--- src/rtl/imem_boot_loader_if.sv ---
// Byte-stream ingress and instruction-memory write bus of the boot loader.
// The master side is the loader; the slave side is the byte source plus memory.
interface imem_boot_loader_if #(
  parameter int ADDR_W = 10
);
  logic [7:0]        rx_data;
  logic              rx_valid;
  logic              rx_ready;
  logic              imem_we;
  logic [ADDR_W-1:0] imem_addr;
  logic [31:0]       imem_wdata;

  modport master (
    input  rx_data, rx_valid,
    output rx_ready, imem_we, imem_addr, imem_wdata
  );

  modport slave (
    output rx_data, rx_valid,
    input  rx_ready, imem_we, imem_addr, imem_wdata
  );
endinterface

--- src/rtl/imem_boot_loader.sv ---
// Framed byte-stream boot loader: assembles little-endian words into instruction
// memory, verifies an XOR checksum and only then releases the CPU from reset.
module imem_boot_loader #(
  parameter int         ADDR_W = 10,
  parameter logic [7:0] SYNC   = 8'hA5
) (
  input  logic               clk,
  input  logic               rst_n,
  imem_boot_loader_if.master bus,
  output logic               cpu_rst_n,
  input  logic               cpu_stopped,
  output logic               busy,
  output logic               load_done,
  output logic               load_error
);

  typedef enum logic [2:0] {
    S_IDLE   = 3'd0,
    S_LEN_LO = 3'd1,
    S_LEN_HI = 3'd2,
    S_DATA   = 3'd3,
    S_CHECK  = 3'd4,
    S_RUN    = 3'd5,
    S_ERROR  = 3'd6
  } state_t;

  localparam logic [31:0] CAP_WORDS = 32'd1 << ADDR_W;

  function automatic logic [7:0] chk_update(input logic [7:0] acc, input logic [7:0] b);
    return acc ^ b;
  endfunction

  state_t            state_r, state_nx;
  logic              rx_ready_r, rx_ready_nx;
  logic              imem_we_r, imem_we_nx;
  logic [ADDR_W-1:0] imem_addr_r, imem_addr_nx;
  logic [31:0]       imem_wdata_r, imem_wdata_nx;
  logic              cpu_rst_n_r, cpu_rst_n_nx;
  logic              busy_r, busy_nx;
  logic              load_done_r, load_done_nx;
  logic              load_error_r, load_error_nx;
  logic [7:0]        len_lo_r, len_lo_nx;
  logic [15:0]       remain_r, remain_nx;
  logic [7:0]        acc_r, acc_nx;
  logic [1:0]        idx_r, idx_nx;
  logic [23:0]       sh_r, sh_nx;
  logic [ADDR_W-1:0] addr_r, addr_nx;
  logic              accept_s;
  logic [15:0]       count_s;

  assign accept_s = bus.rx_valid && rx_ready_r;
  assign count_s  = {bus.rx_data, len_lo_r};

  // Next-state and next-register computation for the frame FSM and datapath.
  always_comb begin
    state_nx      = state_r;
    imem_we_nx    = 1'b0;
    imem_addr_nx  = imem_addr_r;
    imem_wdata_nx = imem_wdata_r;
    load_done_nx  = load_done_r;
    load_error_nx = load_error_r;
    len_lo_nx     = len_lo_r;
    remain_nx     = remain_r;
    acc_nx        = acc_r;
    idx_nx        = idx_r;
    sh_nx         = sh_r;
    addr_nx       = addr_r;
    case (state_r)
      S_IDLE, S_ERROR: begin
        if (accept_s && (bus.rx_data == SYNC)) begin
          state_nx      = S_LEN_LO;
          load_done_nx  = 1'b0;
          load_error_nx = 1'b0;
          acc_nx        = 8'h00;
          addr_nx       = '0;
          idx_nx        = 2'd0;
        end else begin
          state_nx = state_r;
        end
      end
      S_LEN_LO: begin
        if (accept_s) begin
          len_lo_nx = bus.rx_data;
          state_nx  = S_LEN_HI;
        end else begin
          state_nx = S_LEN_LO;
        end
      end
      S_LEN_HI: begin
        if (accept_s) begin
          remain_nx = count_s;
          if ({16'd0, count_s} > CAP_WORDS) begin
            state_nx      = S_ERROR;
            load_error_nx = 1'b1;
          end else if (count_s == 16'd0) begin
            state_nx = S_CHECK;
          end else begin
            state_nx = S_DATA;
          end
        end else begin
          state_nx = S_LEN_HI;
        end
      end
      S_DATA: begin
        if (accept_s) begin
          acc_nx = chk_update(acc_r, bus.rx_data);
          if (idx_r == 2'd3) begin
            // First byte lands in [7:0], so the fourth byte completes the top lane.
            imem_we_nx    = 1'b1;
            imem_addr_nx  = addr_r;
            imem_wdata_nx = {bus.rx_data, sh_r};
            addr_nx       = addr_r + ADDR_W'(1);
            remain_nx     = remain_r - 16'd1;
            idx_nx        = 2'd0;
            if (remain_r == 16'd1) begin
              state_nx = S_CHECK;
            end else begin
              state_nx = S_DATA;
            end
          end else begin
            sh_nx  = {bus.rx_data, sh_r[23:8]};
            idx_nx = idx_r + 2'd1;
          end
        end else begin
          state_nx = S_DATA;
        end
      end
      S_CHECK: begin
        if (accept_s) begin
          if (bus.rx_data == acc_r) begin
            state_nx     = S_RUN;
            load_done_nx = 1'b1;
          end else begin
            state_nx      = S_ERROR;
            load_error_nx = 1'b1;
          end
        end else begin
          state_nx = S_CHECK;
        end
      end
      S_RUN: begin
        if (cpu_stopped) begin
          state_nx = S_IDLE;
        end else begin
          state_nx = S_RUN;
        end
      end
      default: begin
        state_nx = S_IDLE;
      end
    endcase

    // Outputs are registered from the next state so they align with it.
    rx_ready_nx  = (state_nx != S_RUN);
    cpu_rst_n_nx = (state_nx == S_RUN);
    busy_nx      = (state_nx == S_LEN_LO) || (state_nx == S_LEN_HI) ||
                   (state_nx == S_DATA)   || (state_nx == S_CHECK);
  end

  // FSM state register.
  always_ff @(posedge clk or negedge rst_n) begin
    if (!rst_n) begin
      state_r <= S_IDLE;
    end else begin
      state_r <= state_nx;
    end
  end

  // Datapath and registered output updates.
  always_ff @(posedge clk or negedge rst_n) begin
    if (!rst_n) begin
      rx_ready_r   <= 1'b0;
      imem_we_r    <= 1'b0;
      imem_addr_r  <= '0;
      imem_wdata_r <= 32'h0000_0000;
      cpu_rst_n_r  <= 1'b0;
      busy_r       <= 1'b0;
      load_done_r  <= 1'b0;
      load_error_r <= 1'b0;
      len_lo_r     <= 8'h00;
      remain_r     <= 16'h0000;
      acc_r        <= 8'h00;
      idx_r        <= 2'd0;
      sh_r         <= 24'h00_0000;
      addr_r       <= '0;
    end else begin
      rx_ready_r   <= rx_ready_nx;
      imem_we_r    <= imem_we_nx;
      imem_addr_r  <= imem_addr_nx;
      imem_wdata_r <= imem_wdata_nx;
      cpu_rst_n_r  <= cpu_rst_n_nx;
      busy_r       <= busy_nx;
      load_done_r  <= load_done_nx;
      load_error_r <= load_error_nx;
      len_lo_r     <= len_lo_nx;
      remain_r     <= remain_nx;
      acc_r        <= acc_nx;
      idx_r        <= idx_nx;
      sh_r         <= sh_nx;
      addr_r       <= addr_nx;
    end
  end

  assign bus.rx_ready   = rx_ready_r;
  assign bus.imem_we    = imem_we_r;
  assign bus.imem_addr  = imem_addr_r;
  assign bus.imem_wdata = imem_wdata_r;
  assign cpu_rst_n      = cpu_rst_n_r;
  assign busy           = busy_r;
  assign load_done      = load_done_r;
  assign load_error     = load_error_r;

endmodule

--- src/flat_wrapper.sv ---
// flat-port wrapper written by rule: the top's interface ports become plain ports
module imem_boot_loader_flat 
#(
  parameter int         ADDR_W = 10,
  parameter logic [7:0] SYNC   = 8'hA5
)
  (clk, rst_n, cpu_rst_n, cpu_stopped, busy, load_done, load_error, bus_rx_data, bus_rx_valid, bus_rx_ready, bus_imem_we, bus_imem_addr, bus_imem_wdata);
  imem_boot_loader_if #(.ADDR_W(ADDR_W)) bus_i ();
  input  logic clk;
  input  logic rst_n;
  output logic cpu_rst_n;
  input  logic cpu_stopped;
  output logic busy;
  output logic load_done;
  output logic load_error;
  input wire logic [$bits(bus_i.rx_data)-1:0] bus_rx_data;
  input wire logic [$bits(bus_i.rx_valid)-1:0] bus_rx_valid;
  output wire logic [$bits(bus_i.rx_ready)-1:0] bus_rx_ready;
  output wire logic [$bits(bus_i.imem_we)-1:0] bus_imem_we;
  output wire logic [$bits(bus_i.imem_addr)-1:0] bus_imem_addr;
  output wire logic [$bits(bus_i.imem_wdata)-1:0] bus_imem_wdata;
  assign bus_i.rx_data = bus_rx_data;
  assign bus_i.rx_valid = bus_rx_valid;
  assign bus_rx_ready = bus_i.rx_ready;
  assign bus_imem_we = bus_i.imem_we;
  assign bus_imem_addr = bus_i.imem_addr;
  assign bus_imem_wdata = bus_i.imem_wdata;
  imem_boot_loader #(.ADDR_W(ADDR_W), .SYNC(SYNC)) u_core (.clk(clk), .rst_n(rst_n), .bus(bus_i), .cpu_rst_n(cpu_rst_n), .cpu_stopped(cpu_stopped), .busy(busy), .load_done(load_done), .load_error(load_error));
endmodule
--- config.mk ---
export PLATFORM = sky130hd
export DESIGN_NAME = imem_boot_loader_flat
export DESIGN_NICKNAME = d
export VERILOG_FILES = /design/src/rtl/imem_boot_loader_if.sv /design/src/rtl/imem_boot_loader.sv /design/src/flat_wrapper.sv
export SDC_FILE = /design/constraint.sdc
export NUM_CORES = 1
export LEC_CHECK = 0
export ABC_CLOCK_PERIOD_IN_PS = 2100
export CAP_MARGIN = 20
export CORE_MARGIN = 2
export CORE_UTILIZATION = 40
export DETAILED_ROUTE_END_ITERATION = 8
export GPL_TIMING_DRIVEN = 0
export PLACE_DENSITY_LB_ADDON = 0.08
export SLEW_MARGIN = 20
export SYNTH_ARGS = -nofsm -noshare
export SYNTH_HDL_FRONTEND = slang
export SYNTH_SLANG_ARGS = --single-unit
--- constraint.sdc ---
create_clock -name clk -period 2.1 [get_ports clk]
set_input_delay 0.42 -clock clk [delete_from_list [all_inputs] [get_ports clk]]
set_output_delay 0.42 -clock clk [all_outputs]
set_load 0.01 [all_outputs]
---- After elaboration in Yosys (flattened, before gate mapping) ----
Index checks and enable logic that the tools add are counted.
word-level totals
  register bits ........................... 119
  input bits .............................. 12
  output and inout bits ................... 48
  word-level logic and storage cells ...... 104
cells by class
  $add $sub $neg .......................... 3
  $lt $le $gt $ge ......................... 1
  equality and inequality tests ........... 24
  muxes and demuxes ....................... 39
  bitwise logic cells ..................... 2
  reductions and logical operators ........ 20
operators with widths
  operator                                               number
  2-to-1 mux 16 bit                                      3
  one-hot mux 16 bit (2 select lines)                    1
  2-to-1 mux 10 bit                                      3
  2-to-1 mux 3 bit                                       8
  one-hot mux 10 bit (2 select lines)                    1
  one-hot mux 3 bit (6 select lines)                     1
  equality test 16 x 1 -> 1 bit (second input constant)  1
  > comparator 16 x 11 -> 1 bit (second input constant)  1
  logical NOT 16 bit                                     1
  2-to-1 mux 8 bit                                       2
  one-hot mux 8 bit (2 select lines)                     1
  subtractor 16 x 1 -> 16 bit (second input constant)    1
  equality test 3 bit (second input constant)            5
  != test 2 x 1 -> 1 bit (second input constant)         7
  equality test 3 x 2 -> 1 bit (second input constant)   4
  2-to-1 mux 2 bit                                       6
  AND reduction 4 bit                                    3
  adder 10 x 1 -> 10 bit (second input constant)         1
  2-to-1 mux 1 bit                                       10
  AND reduction 3 bit                                    3
  equality test 8 bit                                    1
  equality test 8 bit (second input constant)            1
  XOR 8 bit                                              1
  equality test 3 x 1 -> 1 bit (second input constant)   2
  16 further kinds                                       21

---- Longest topological paths before layout ----
Gate-level depths: netlist of the first run.
  depth after elaboration ................. 9
  depth in mapped cells ................... 10
  mapped depth without buffers ............ 9

---- Worst setup path before layout of the first run ----
OpenSTA, ideal clock, no wires.
  path kind ............................... input to register
  start point ............................. in bus_rx_data[4]
  end point ............................... reg u_core.busy_r, in the netlist u_core.busy
  setup time .............................. 80 ps
  data arrival time ....................... 2301 ps
  required time ........................... 2020 ps
  slack ................................... -282 ps
  stages on the path ...................... 7
  buffers on the path ..................... 1
  path through ............................ buf_2 or3_4 or3_4 o41a_1 a211o_1 nor4b_2 xnor2_1
between the ends
  cells in the longest elaborated chain, start to end .. 9
  elaborated cells on any way between the ends .. 19
  classes of those cells .................. order compare (1); eq/ne (6); mux (7); reduce/logical (5)
ends and longest elaborated chain
  element                                                                              RTL line                 RTL
  from (decl)                                                                          flat_wrapper.sv:16       input wire logic [$bits(bus_i.rx_data)-1:0] bus_rx_data;
  branches (longest 4 deep; another with > comparator 16 x 11 -> 1 bit)                --
  one-hot mux 3 bit (6 select lines) *                                                 imem_boot_loader.sv:68   case (state_r)
  equality test 3 x 1 -> 1 bit / equality test 3 x 2 -> 1 bit (equally long branches)  imem_boot_loader.sv:156  busy_nx = (state_nx == S_LEN_LO) || (state_nx == S_LEN_HI) ||
  logical OR 1 bit (2 in a row)                                                        imem_boot_loader.sv:156
  logical OR 1 bit *                                                                   imem_boot_loader.sv:157  (state_nx == S_DATA) || (state_nx == S_CHECK);
  via u_core.busy_nx                                                                   imem_boot_loader.sv:39   logic busy_r, busy_nx;
  to (signal assigned)                                                                 imem_boot_loader.sv:192  busy_r <= busy_nx;
  to (decl)                                                                            imem_boot_loader.sv:39
Mark *: on every way through the listed nets, which the timed path passes.
A chain may end at the register's enable or synchronous reset.

---- Final worst setup path of the first run ----
  start point ............................. reg u_core.remain_r[9]
  end point ............................... reg u_core.state_r[0]
between the ends
  cells in the longest elaborated chain, start to end .. 5
ends and longest elaborated chain
  element                             RTL line                 RTL
  from (decl)                         imem_boot_loader.sv:43   logic [15:0] remain_r, remain_nx;
  from (signal assigned)              imem_boot_loader.sv:196  remain_r <= remain_nx;
  equality test 16 x 1 -> 1 bit       imem_boot_loader.sv:115  if (remain_r == 16'd1) begin
  2-to-1 mux 3 bit                    imem_boot_loader.sv:115
  2-to-1 mux 3 bit                    imem_boot_loader.sv:107  if (idx_r == 2'd3) begin
  2-to-1 mux 3 bit                    imem_boot_loader.sv:105  if (accept_s) begin
  one-hot mux 3 bit (6 select lines)  imem_boot_loader.sv:68
  via u_core.state_nx[0]              imem_boot_loader.sv:33   state_t state_r, state_nx;
  to (signal assigned)                imem_boot_loader.sv:165  state_r <= state_nx;
  to (decl)                           imem_boot_loader.sv:33
The timed path passes the listed nets, and every way through them passes these cells.

==> run_results.csv, run 1 <==
group,metric,value,unit
drt,drc_errors,0,
power_and_ir_drop,clkPwrFrac,28.8,%
synth,synth_nets,566,
flow_run,cap_violations,0,
hold_path,min_path_cells,3,
critical_path,arrival,2350,ps
outcome,outcome,"completed",
clock_network,cts_buffer_depth,2,
sta,max_freq,485,MHz
layout,final_nets,648,
grt,grt_overflow_total,0,
layout,antenna_cells,0,
synth,async_flop_share,100,%
critical_path,reg2reg_depth,5,
placed_design,port-buffer-count,51,
sta,setup_violations,0,
sta,hold_viol,0,
synth,synth_edf_count,0,
critical_path,worstReg2RegStart,"u_core.remain_r[9]",
power_and_ir_drop,p_int,6.51,mW
critical_path,r2r_slack,40,ps
floorplan,ios,60,
power_and_ir_drop,p_per_area,1340,mW/mm2
floorplan,start_util,40.8,%
clock_network,cts.sinks,119,
drt,ant_nets,0,
hold_path,hp-class,"primary input to flop",
floorplan,die_w,120,um
power_and_ir_drop,power.total,9.38,mW
synth,synthCells,550,
layout,drive_gt1_share,18.0,%
clock_network,tritoncts,"done",
sta,period_needed,2060,ps
grt,grt_pass1_vias,4233,
floorplan,die_h,120,um
clock_network,root_buffer,"clkbuf_16",
synth,yosysSeqAreaShare,55.4,%
hold_path,hold_path_end,"u_core.bus.imem_wdata[27]",
grt,grt_util_all_layers,19.2,%
critical_path,critPathLaunchType,"flop",
grt,grt_pass1_wl,21500,um
power_and_ir_drop,p_sw_share,30.6,%
synth,avgSynthCellArea,9.78,um2
synth,synth_cell_type_count,48,
sta,slew_headroom,62.2,%
drt,num_vias,4241,
synth,synth_warnings,0,
drt,wl_per_cell,15.7,um
critical_path,worstPathRequired,2390,ps
critical_path,end_kind,"flop",
hold_path,hold_start,"bus_rx_data[3]",
placed_design,dp_hpwl,8790,um
critical_path,r2r_end,"u_core.state_r[0]",
clock_network,clk_latency,410,ps
layout,area_growth,29.7,%
grt,grt_max_degree,80,
drt,wl,12900,um
grt,antenna_found_initial,0,
critical_path,critPathMaxFanout,3,
floorplan,rows,42,
sta,finClkSkew,6.49,ps
sta,timing.final.ws_setup,37.8,ps
synth,synth_area,0.00538,mm2
drt,drt_iter0_drc,271,
layout,fillCellCount,1211,
sta,slew_violations,0,
drt,dr.pass1.iters,4,
layout,final_cell_mix,"nand2_1, dfrtp_1, clkdlybuf4s50_1",
placed_design,finalWeightedCongestion,0.866,
drt,via_per_inst,5.18,
power_and_ir_drop,power_frac_seq,42.4,%
sta,rsz0062_at_grt,"true",
sta,worst_pin_slew,562,ps
critical_path,critPathKind,"flop to flop",
floorplan,dieArea,0.0144,mm2
clock_network,htreeDepth,4,
power_and_ir_drop,p_leak,3.15,nW
power_and_ir_drop,pwr-share-comb,28.8,%
placed_design,pre_cts_ws,-1120,ps
layout,final_common_cell,"nand2_1",
clock_network,path_clk_slew,50,ps
power_and_ir_drop,power_switching,2.87,mW
clock_network,numCtsBuffers,17,
synth,synthFlopType,"dfrtp_1",
power_and_ir_drop,ir_drop,742,uV
sta,period_share,98.2,%
synth,ys_seq_elements,119,
floorplan,core,0.0132,mm2
-- synth_stat cells, types with 2 or more instances --
cell type | count | share of area, %
a31oi_1 | 2 | 0.23
clkbuf_1 | 25 | 1.7
nor2b_1 | 3 | 0.35
inv_1 | 12 | 0.84
ha_1 | 4 | 0.93
nand2b_1 | 4 | 0.47
nand3_1 | 9 | 0.84
a22o_1 | 9 | 1.5
a21oi_1 | 22 | 2.0
a22oi_1 | 5 | 0.70
or3_1 | 3 | 0.35
or3_4 | 2 | 0.42
buf_2 | 4 | 0.37
o22ai_1 | 4 | 0.47
nor4b_2 | 2 | 0.56
and2_1 | 3 | 0.35
a211o_1 | 2 | 0.33
nand2_1 | 149 | 10
dfrtp_1 | 119 | 55
nand4_1 | 14 | 1.6
nor2_1 | 26 | 1.8
nor4_1 | 5 | 0.58
xor2_1 | 15 | 2.4
mux2_2 | 33 | 6.9
nor3b_1 | 4 | 0.56
and3_1 | 2 | 0.23
nor3_1 | 15 | 1.4
o21ai_0 | 31 | 2.9
o2bb2ai_1 | 3 | 0.49
-- state kept, by name, indices dropped and copies added (netlist names), 3 cells and up --
name,flops
u_core.bus.imem_wdata,32
u_core.sh_r,24
u_core.remain_r,16
u_core.addr_r,10
u_core.bus.imem_addr,10
u_core.acc_r,8
u_core.len_lo_r,8
u_core.state_r,3
-- power by group through the flow --
stage                     registers [mW]  logic [mW]  clock network (mW)
after CTS                           3.96        2.65                2.76
after floorplan                     3.91        1.39                   0
final                               3.98        2.70                2.70
after global placement              3.94        2.45                   0
after detailed placement            3.97        2.50                   0
after global routing                4.11        3.00                2.87
-- per-stage QoR --
step	util [%]	hold slack (ps)	area (um2)	TNS, ps	cells
floorplan	-	124	5390	-3120	550
global placement	46.4	455	6120	-576300	777
detailed placement	46.7	358	6160	-81920	778
CTS	52.2	237	6880	0	817
global route	52.9	268	6980	-70.6	819
finish	52.9	250	6980	0	819
-- cell families after synthesis --
logic type	Yosys count	synth area share, %
adders and majority gates	4	0.930
AOI/OAI and AO/OA	85	9.72
xor gates and xnor gates	16	2.61
buffers and inverters	45	3.44
DFF	119	55.4
and+or+nand+nor	247	20.8
muxes	34	7.09
-- worst max-delay path: stages (launching register included) --
cell     delay [ps]
dfrtp_1         370
or4_4           550
nor3_4          200
nand4_1         210
o21ai_2         220
or3b_4          390
-- worst max-delay path by stage --
stage	start	endpoint	cells past startpoint
2_1_floorplan	bus_rx_data[3]	u_core.busy	7
3_3_place_gp	rst_n	u_core.bus.imem_wdata[31]	1
3_5_place_dp	bus_rx_valid	u_core.bus.imem_wdata[26]	9
4_1_cts	u_core.len_lo_r[2]	u_core.busy	6
5_1_grt	u_core.len_lo_r[2]	u_core.busy	6
6_report	u_core.remain_r[9]	u_core.state_r[0]	5
-- layer usage --
metal  routed length, um  vias up  track usage (%)  part of all wire, %
met3                 497       19             4.13                  3.9
li1                    -     2044                -                    -
met2                5980       95             29.4                   46
met1                6210     2083             26.9                   48
met4                 182        0             7.06                  1.4
met5                   0        -                0                    0
-- layout make-up --
class	count	area (um2)	share of cell area, %
timing repair buffer	64	632	9.06
clock buffer	26	479	6.87
multi-input combinational	386	2370	34.0
clock inverter	4	70.1	1.00
buffer	31	174	2.49
sequential	119	2980	42.7
inverter	13	51.3	0.735
tap	176	220	3.16
-- what timing repair did --
item,CTS,global route
endpoints found under the hold margin,40,0
buffers inserted,9,2
pin swaps,5,6
setup endpoints to repair,100,84
gates resized for setup,30,29
hold buffers,1,0
Power figures use the tool's default switching activity.
==> run 2, diff against run 1 <==
--- a/config.mk
+++ b/config.mk
@@ -6,7 +6,6 @@
 export NUM_CORES = 1
 export LEC_CHECK = 0
 export ABC_CLOCK_PERIOD_IN_PS = 2100
-export CAP_MARGIN = 20
 export CORE_MARGIN = 2
 export CORE_UTILIZATION = 40
 export DETAILED_ROUTE_END_ITERATION = 8
==> results of run 2 <==
Final layout, timing and power as in run 1 (identical DEF).
